[src/rtl/alu_secuenciador.sv]
// Issue-side sequencer for the 7-bit shift+ALU datapath.
// Takes requests over valid/ready, drives registered A/B/ALUControl into the
// combinational ALU, captures the ALU result one cycle later and returns it
// over a valid/ready response channel. Supports accumulator chaining.
// Optional feature macro: ALU_SEQ_STICKY_EN (sticky CarryOut/Overflow flags
// with flags_clr). When undefined the sticky outputs are tied low.
module alu_secuenciador #(
  parameter int OP_W  = 7,
  parameter int RES_W = OP_W + 1,
  parameter int CNT_W = 16
) (
  input  logic             clk,
  input  logic             reset,
  input  logic             req_valid,
  output logic             req_ready,
  input  logic [OP_W-1:0]  req_A,
  input  logic [OP_W-1:0]  req_B,
  input  logic [3:0]       req_Control,
  input  logic             req_chain,
  output logic [OP_W-1:0]  A,
  output logic [OP_W-1:0]  B,
  output logic [3:0]       ALUControl,
  input  logic [RES_W-1:0] Resultado,
  input  logic             CarryOut,
  input  logic             Overflow,
  input  logic             Cero,
  output logic             rsp_valid,
  input  logic             rsp_ready,
  output logic [RES_W-1:0] rsp_Resultado,
  output logic [2:0]       rsp_flags,
  output logic             sticky_CarryOut,
  output logic             sticky_Overflow,
  input  logic             flags_clr,
  output logic [CNT_W-1:0] op_count
);

  typedef enum logic [1:0] {
    IDLE = 2'd0,
    EXEC = 2'd1,
    RESP = 2'd2
  } state_t;

  state_t state;

  // Only the low OP_W bits of the previous result are ever reused as A, so the
  // carry bit of Resultado is dropped at the point of storage.
  logic [OP_W-1:0] last_Resultado;

  // Ready is a pure decode of the state register.
  assign req_ready = (state == IDLE);

  // Sequencer FSM: accept, let the ALU settle one cycle, then hold the response.
  always_ff @(posedge clk) begin
    if (reset) begin
      state          <= IDLE;
      A              <= '0;
      B              <= '0;
      ALUControl     <= '0;
      rsp_valid      <= 1'b0;
      rsp_Resultado  <= '0;
      rsp_flags      <= '0;
      op_count       <= '0;
      last_Resultado <= '0;
    end else begin
      case (state)
        IDLE: begin
          if (req_valid) begin
            A          <= req_chain ? last_Resultado : req_A;
            B          <= req_B;
            ALUControl <= req_Control;
            state      <= EXEC;
          end
        end
        EXEC: begin
          rsp_Resultado <= Resultado;
          rsp_flags     <= {CarryOut, Overflow, Cero};
          rsp_valid     <= 1'b1;
          state         <= RESP;
        end
        RESP: begin
          if (rsp_ready) begin
            op_count       <= op_count + CNT_W'(1);
            last_Resultado <= rsp_Resultado[OP_W-1:0];
            rsp_valid      <= 1'b0;
            state          <= IDLE;
          end
        end
        default: begin
          state <= IDLE;
        end
      endcase
    end
  end

`ifdef ALU_SEQ_STICKY_EN
  // Sticky flags: a capture that sees the flag set takes priority over a clear.
  always_ff @(posedge clk) begin
    if (reset) begin
      sticky_CarryOut <= 1'b0;
      sticky_Overflow <= 1'b0;
    end else begin
      if ((state == EXEC) && CarryOut) begin
        sticky_CarryOut <= 1'b1;
      end else if (flags_clr) begin
        sticky_CarryOut <= 1'b0;
      end
      if ((state == EXEC) && Overflow) begin
        sticky_Overflow <= 1'b1;
      end else if (flags_clr) begin
        sticky_Overflow <= 1'b0;
      end
    end
  end
`else
  // Sticky flags compiled out; the clear input has no effect.
  logic unused_flags_clr;
  assign unused_flags_clr = flags_clr;
  assign sticky_CarryOut  = 1'b0;
  assign sticky_Overflow  = 1'b0;
`endif

endmodule
[config.mk]
export PLATFORM = sky130hd
export DESIGN_NAME = alu_secuenciador
export DESIGN_NICKNAME = d
export VERILOG_FILES = /design/src/rtl/alu_secuenciador.sv
export SDC_FILE = /design/constraint.sdc
export NUM_CORES = 1
export LEC_CHECK = 0
export BUFFER_PORTS_ARGS = -buffer_cell sky130_fd_sc_hd__buf_2
export CORE_MARGIN = 1
export CORE_UTILIZATION = 40
export DETAILED_ROUTE_END_ITERATION = 8
export PLACE_DENSITY = 0.68
export RECOVER_POWER = 50
export SKIP_LAST_GASP = 1
export SLEW_MARGIN = 10
export SYNTH_ARGS = -nofsm -noshare
export SYNTH_HDL_FRONTEND = slang
export SYNTH_SLANG_ARGS = --single-unit
[constraint.sdc]
create_clock -name clk -period 2.38 [get_ports clk]
set_clock_uncertainty 0.2 [all_clocks]
set_input_delay 0.238 -clock clk [delete_from_list [all_inputs] [get_ports clk]]
set_output_delay 0.238 -clock clk [all_outputs]
set_load 0.01 [all_outputs]
==> load_flow_metrics.sql <==
INSERT INTO impl_metrics (metric_group, metric, value, unit) VALUES
('logic_synthesis', 'post_synth.cell_area_avg', '8.42', 'um2'),
('clocking', 'root_buffer', 'sky130_fd_sc_hd__clkbuf_8', ''),
('clocking', 'post-cts-setup-buffer-count', '0', ''),
('global_routing', 'grt_util_all_layers', '17.6', '%'),
('timing', 'setup_violations', '0', ''),
('layout', 'syn_to_final_growth', '33.0', '%'),
('routing', 'wire_per_inst', '12.0', 'um'),
('clocking', 'cts_num_sinks', '55', ''),
('worst_setup_path', 'crit_type', 'flip-flop to flip-flop', ''),
('clocking', 'cts_made_buffers', '5', ''),
('floorplanning', 'std_cell_rows', '26', ''),
('clocking', 'insertion_delay', '310', 'ps'),
('timing', 'max_slew_margin', '65.8', '%'),
('placed_design', 'placed_cells', '396', ''),
('worst_setup_path', 'critPathMaxFanout', '10', ''),
('clocking', 'cts.reportedPaths.clkPinSlew', '100', 'ps'),
('layout', 'n_antenna_cell', '0', ''),
('floorplanning', 'floorplan.io_pins', '84', ''),
('clocking', 'clockBufferDepth', '2', ''),
('clocking', 'post_cts_resized', '0', ''),
('flow_run', 'cap_viol_max_count', '0', ''),
('logic_synthesis', 'synthesis.instances', '257', ''),
('logic_synthesis', 'post_synth_instance_area', '0.00216', 'mm2'),
('layout', 'layout-drive-gt1-share', '16.3', '%'),
('placed_design', 'post-dp-hpwl', '3.45', 'mm'),
('global_routing', 'grt_start_max_net_pins', '37', ''),
('placed_design', 'finalWeightedCongestion', '0.771', ''),
('floorplanning', 'fp.dieH', '75.5', 'um'),
('layout', 'mostFrequentLayoutCell', 'sky130_fd_sc_hd__nand2_1', ''),
('timing', 'final.min_clock_period', '2160', 'ps'),
('routing', 'post_detailed_route_count_of_antenna_violating_nets', '0', ''),
('logic_synthesis', 'synth.lib_cells_used.distinct', '35', ''),
('worst_setup_path', 'critical_path.startpoint_type', 'flip-flop', ''),
('worst_hold_path', 'min_delay_path_depth', '3', ''),
('worst_setup_path', 'reg2reg_depth', '4', ''),
('routing', 'detail_route.vias_per_cell', '4.77', ''),
('logic_synthesis', 'synth_seq_cells', '55', ''),
('global_routing', 'number_of_global_route_vias_before_repair', '1707', ''),
('timing', 'final_min_period_over_clock_period', '90.9', '%'),
('logic_synthesis', 'yosysSeqAreaShare', '50.9', '%'),
('worst_setup_path', 'worst-endpoint-arrival', '2210', 'ps'),
('worst_setup_path', 'timing.critical_path.required', '2420', 'ps'),
('routing', 'drt_wl_total', '5.12', 'mm'),
('worst_hold_path', 'hold_path.class', 'input pin to flip-flop', ''),
('clocking', 'cts-hold-fix-buffers', '22', ''),
('timing', 'finalHoldViolCount', '0', ''),
('layout', 'fill_cells', '515', ''),
('worst_setup_path', 'critical_path.endpoint_type', 'flip-flop', ''),
('placed_design', 'numPortBuffers', '80', ''),
('routing', 'drt_first_pass_iters', '4', ''),
('clocking', 'tritoncts', 'built', ''),
('clocking', 'depth_of_the_cts_h_tree', '2', ''),
('routing', 'drt_drc_violations_left', '0', ''),
('layout', 'final_cell_mix', 'sky130_fd_sc_hd__nand2_1 (63), sky130_fd_sc_hd__dfxtp_1 (55), sky130_fd_sc_hd__clkbuf_1 (45)', ''),
('floorplanning', 'die_width', '75.5', 'um'),
('layout', 'nets', '391', ''),
('run_status', 'outcome', 'finished, final reports clean', ''),
('power', 'power_per_cell_area', '592', 'mW/mm2'),
('layout', 'number_of_standard_cells_in_the_layout_taps_in_and_fillers_out', '426', ''),
('global_routing', 'grt_overflow', '0', ''),
('layout', 'final_core_util', '55.6', '%'),
('timing', 'timing.setup.tns', '0', 'ps'),
('floorplanning', 'effective_utilization_at_floorplan', '41.8', '%'),
('routing', 'vias', '2034', ''),
('global_routing', 'grt_pass1_wl', '7.60', 'mm'),
('global_routing', 'antenna_found_initial', '0', ''),
('logic_synthesis', 'yosys_warning_total', '0', ''),
('timing', 'tightestPinTransition', '513', 'ps'),
('timing', 'report.final.slew_viol_count', '0', ''),
('power', 'static-leakage-power', '0.00109', 'uW'),
('timing', 'timing.fmax', '462', 'MHz'),
('floorplanning', 'fp.coreArea', '0.00517', 'mm2'),
('floorplanning', 'fp.dieArea', '0.00571', 'mm2'),
('routing', 'detailedRoute.firstIterationViolations', '77', ''),
('power', 'vdd_drop_max', '0.301', 'mV'),
('timing', 'rsz0062_at_grt', 'false', '');
[state kept, by name, indices dropped and copies added, names as in the netlist]
name	flops
A	7
rsp_flags	3
rsp_valid	1
state	2
B	7
last_Resultado	7
ALUControl	4
rsp_Resultado	8
op_count	16
[cells in the mapped netlist]
master / count / area [um2]
sky130_fd_sc_hd__clkbuf_1: 12 / 45.0
sky130_fd_sc_hd__o31ai_1: 2 / 15.0
sky130_fd_sc_hd__nand3_1: 4 / 20.0
sky130_fd_sc_hd__nor2_1: 20 / 75.1
sky130_fd_sc_hd__buf_4: 2 / 15.0
sky130_fd_sc_hd__mux2i_1: 7 / 70.1
sky130_fd_sc_hd__buf_1: 4 / 15.0
sky130_fd_sc_hd__nand4b_1: 1 / 8.76
sky130_fd_sc_hd__or4_2: 1 / 8.76
sky130_fd_sc_hd__or4b_4: 1 / 13.8
sky130_fd_sc_hd__nor4_1: 2 / 12.5
sky130_fd_sc_hd__nand4_1: 3 / 18.8
sky130_fd_sc_hd__and3b_1: 1 / 8.76
sky130_fd_sc_hd__nor4b_1: 1 / 8.76
sky130_fd_sc_hd__a31o_2: 1 / 8.76
sky130_fd_sc_hd__ha_1: 1 / 12.5
sky130_fd_sc_hd__o21ai_0: 3 / 15.0
sky130_fd_sc_hd__a21oi_1: 38 / 190
sky130_fd_sc_hd__inv_1: 2 / 7.51
sky130_fd_sc_hd__or3_2: 3 / 22.5
sky130_fd_sc_hd__nor2b_1: 1 / 6.26
sky130_fd_sc_hd__or4_1: 1 / 7.51
sky130_fd_sc_hd__nand2_1: 63 / 236
sky130_fd_sc_hd__xnor2_1: 6 / 52.6
sky130_fd_sc_hd__or3b_2: 1 / 8.76
sky130_fd_sc_hd__nand2b_1: 2 / 12.5
sky130_fd_sc_hd__and2_2: 1 / 7.51
sky130_fd_sc_hd__dfxtp_1: 55 / 1100
sky130_fd_sc_hd__nand3b_1: 1 / 7.51
sky130_fd_sc_hd__nor3_1: 3 / 15.0
sky130_fd_sc_hd__xor2_1: 3 / 26.3
sky130_fd_sc_hd__a211oi_1: 7 / 52.6
sky130_fd_sc_hd__conb_1: 1 / 3.75
sky130_fd_sc_hd__nand4_4: 1 / 21.3
sky130_fd_sc_hd__and2_1: 2 / 12.5
[layout make-up]
type,count,area [um2],area share [%]
Sequential cell,55,1100,38.3
Inverter,2,7.51,0.261
Tap cell,70,87.6,3.04
Clock buffer,5,68.8,2.39
Clock inverter,3,22.5,0.783
Timing Repair Buffer,108,607,21.1
Multi-Input combinational cell,183,983,34.2
[kinds of logic after synthesis]
kind of cell / share of synthesized area, %
XOR/XNOR: 3.64
adder cells (fa/ha/maj): 0.578
AND/OR/NAND/NOR: 24.6
multiplexers: 3.24
AO/OA/AOI/OAI: 13.0
buffers and inverters: 3.82
flip-flops: 50.9
other: 0.173
[metrics by stage]
step	hold WS (ps)	total power, uW	area (um2)	worst slack, ps
4_1_cts	41.9	1740	2940	201
3_3_place_gp	239	1180	2630	302
2_1_floorplan	174	1110	2170	313
3_5_place_dp	245	1190	2630	252
5_1_grt	60.8	1790	2880	113
6_report	54.6	1700	2880	216
[metal layers]
layer | part of all wire, % | track usage (%) | up-vias
met5 | 0 | 0 | -
met4 | 1.2 | 7.61 | 0
met3 | 4.2 | 3.57 | 5
met2 | 47 | 29.2 | 53
met1 | 47 | 22.3 | 915
li1 | - | - | 1061
[worst max-delay path: stages (launching register included)]
cell and delay, ps:
sky130_fd_sc_hd__dfxtp_1 480, sky130_fd_sc_hd__nand4_4 190, sky130_fd_sc_hd__or4b_4 590, sky130_fd_sc_hd__or4_1 480
sky130_fd_sc_hd__a21oi_1 150
[final timing paths]
| path | startpoint | endpoint | slack [ps] |
|---|---|---|---|
| worst max register to register | op_count[2] | op_count[13] | 220 |
| worst min-delay path | rsp_ready | state[1] | 50 |
| worst min register to register | B[6] | B[6] | 260 |
| worst max-delay path | op_count[2] | op_count[13] | 220 |
[where the power goes]
group,internal [uW],switching [uW]
Combinational,94.7,113
Clock,211,307
Sequential,956,21.7
Total,1260,441
Note: power is estimated with default switching activity, not from simulation.
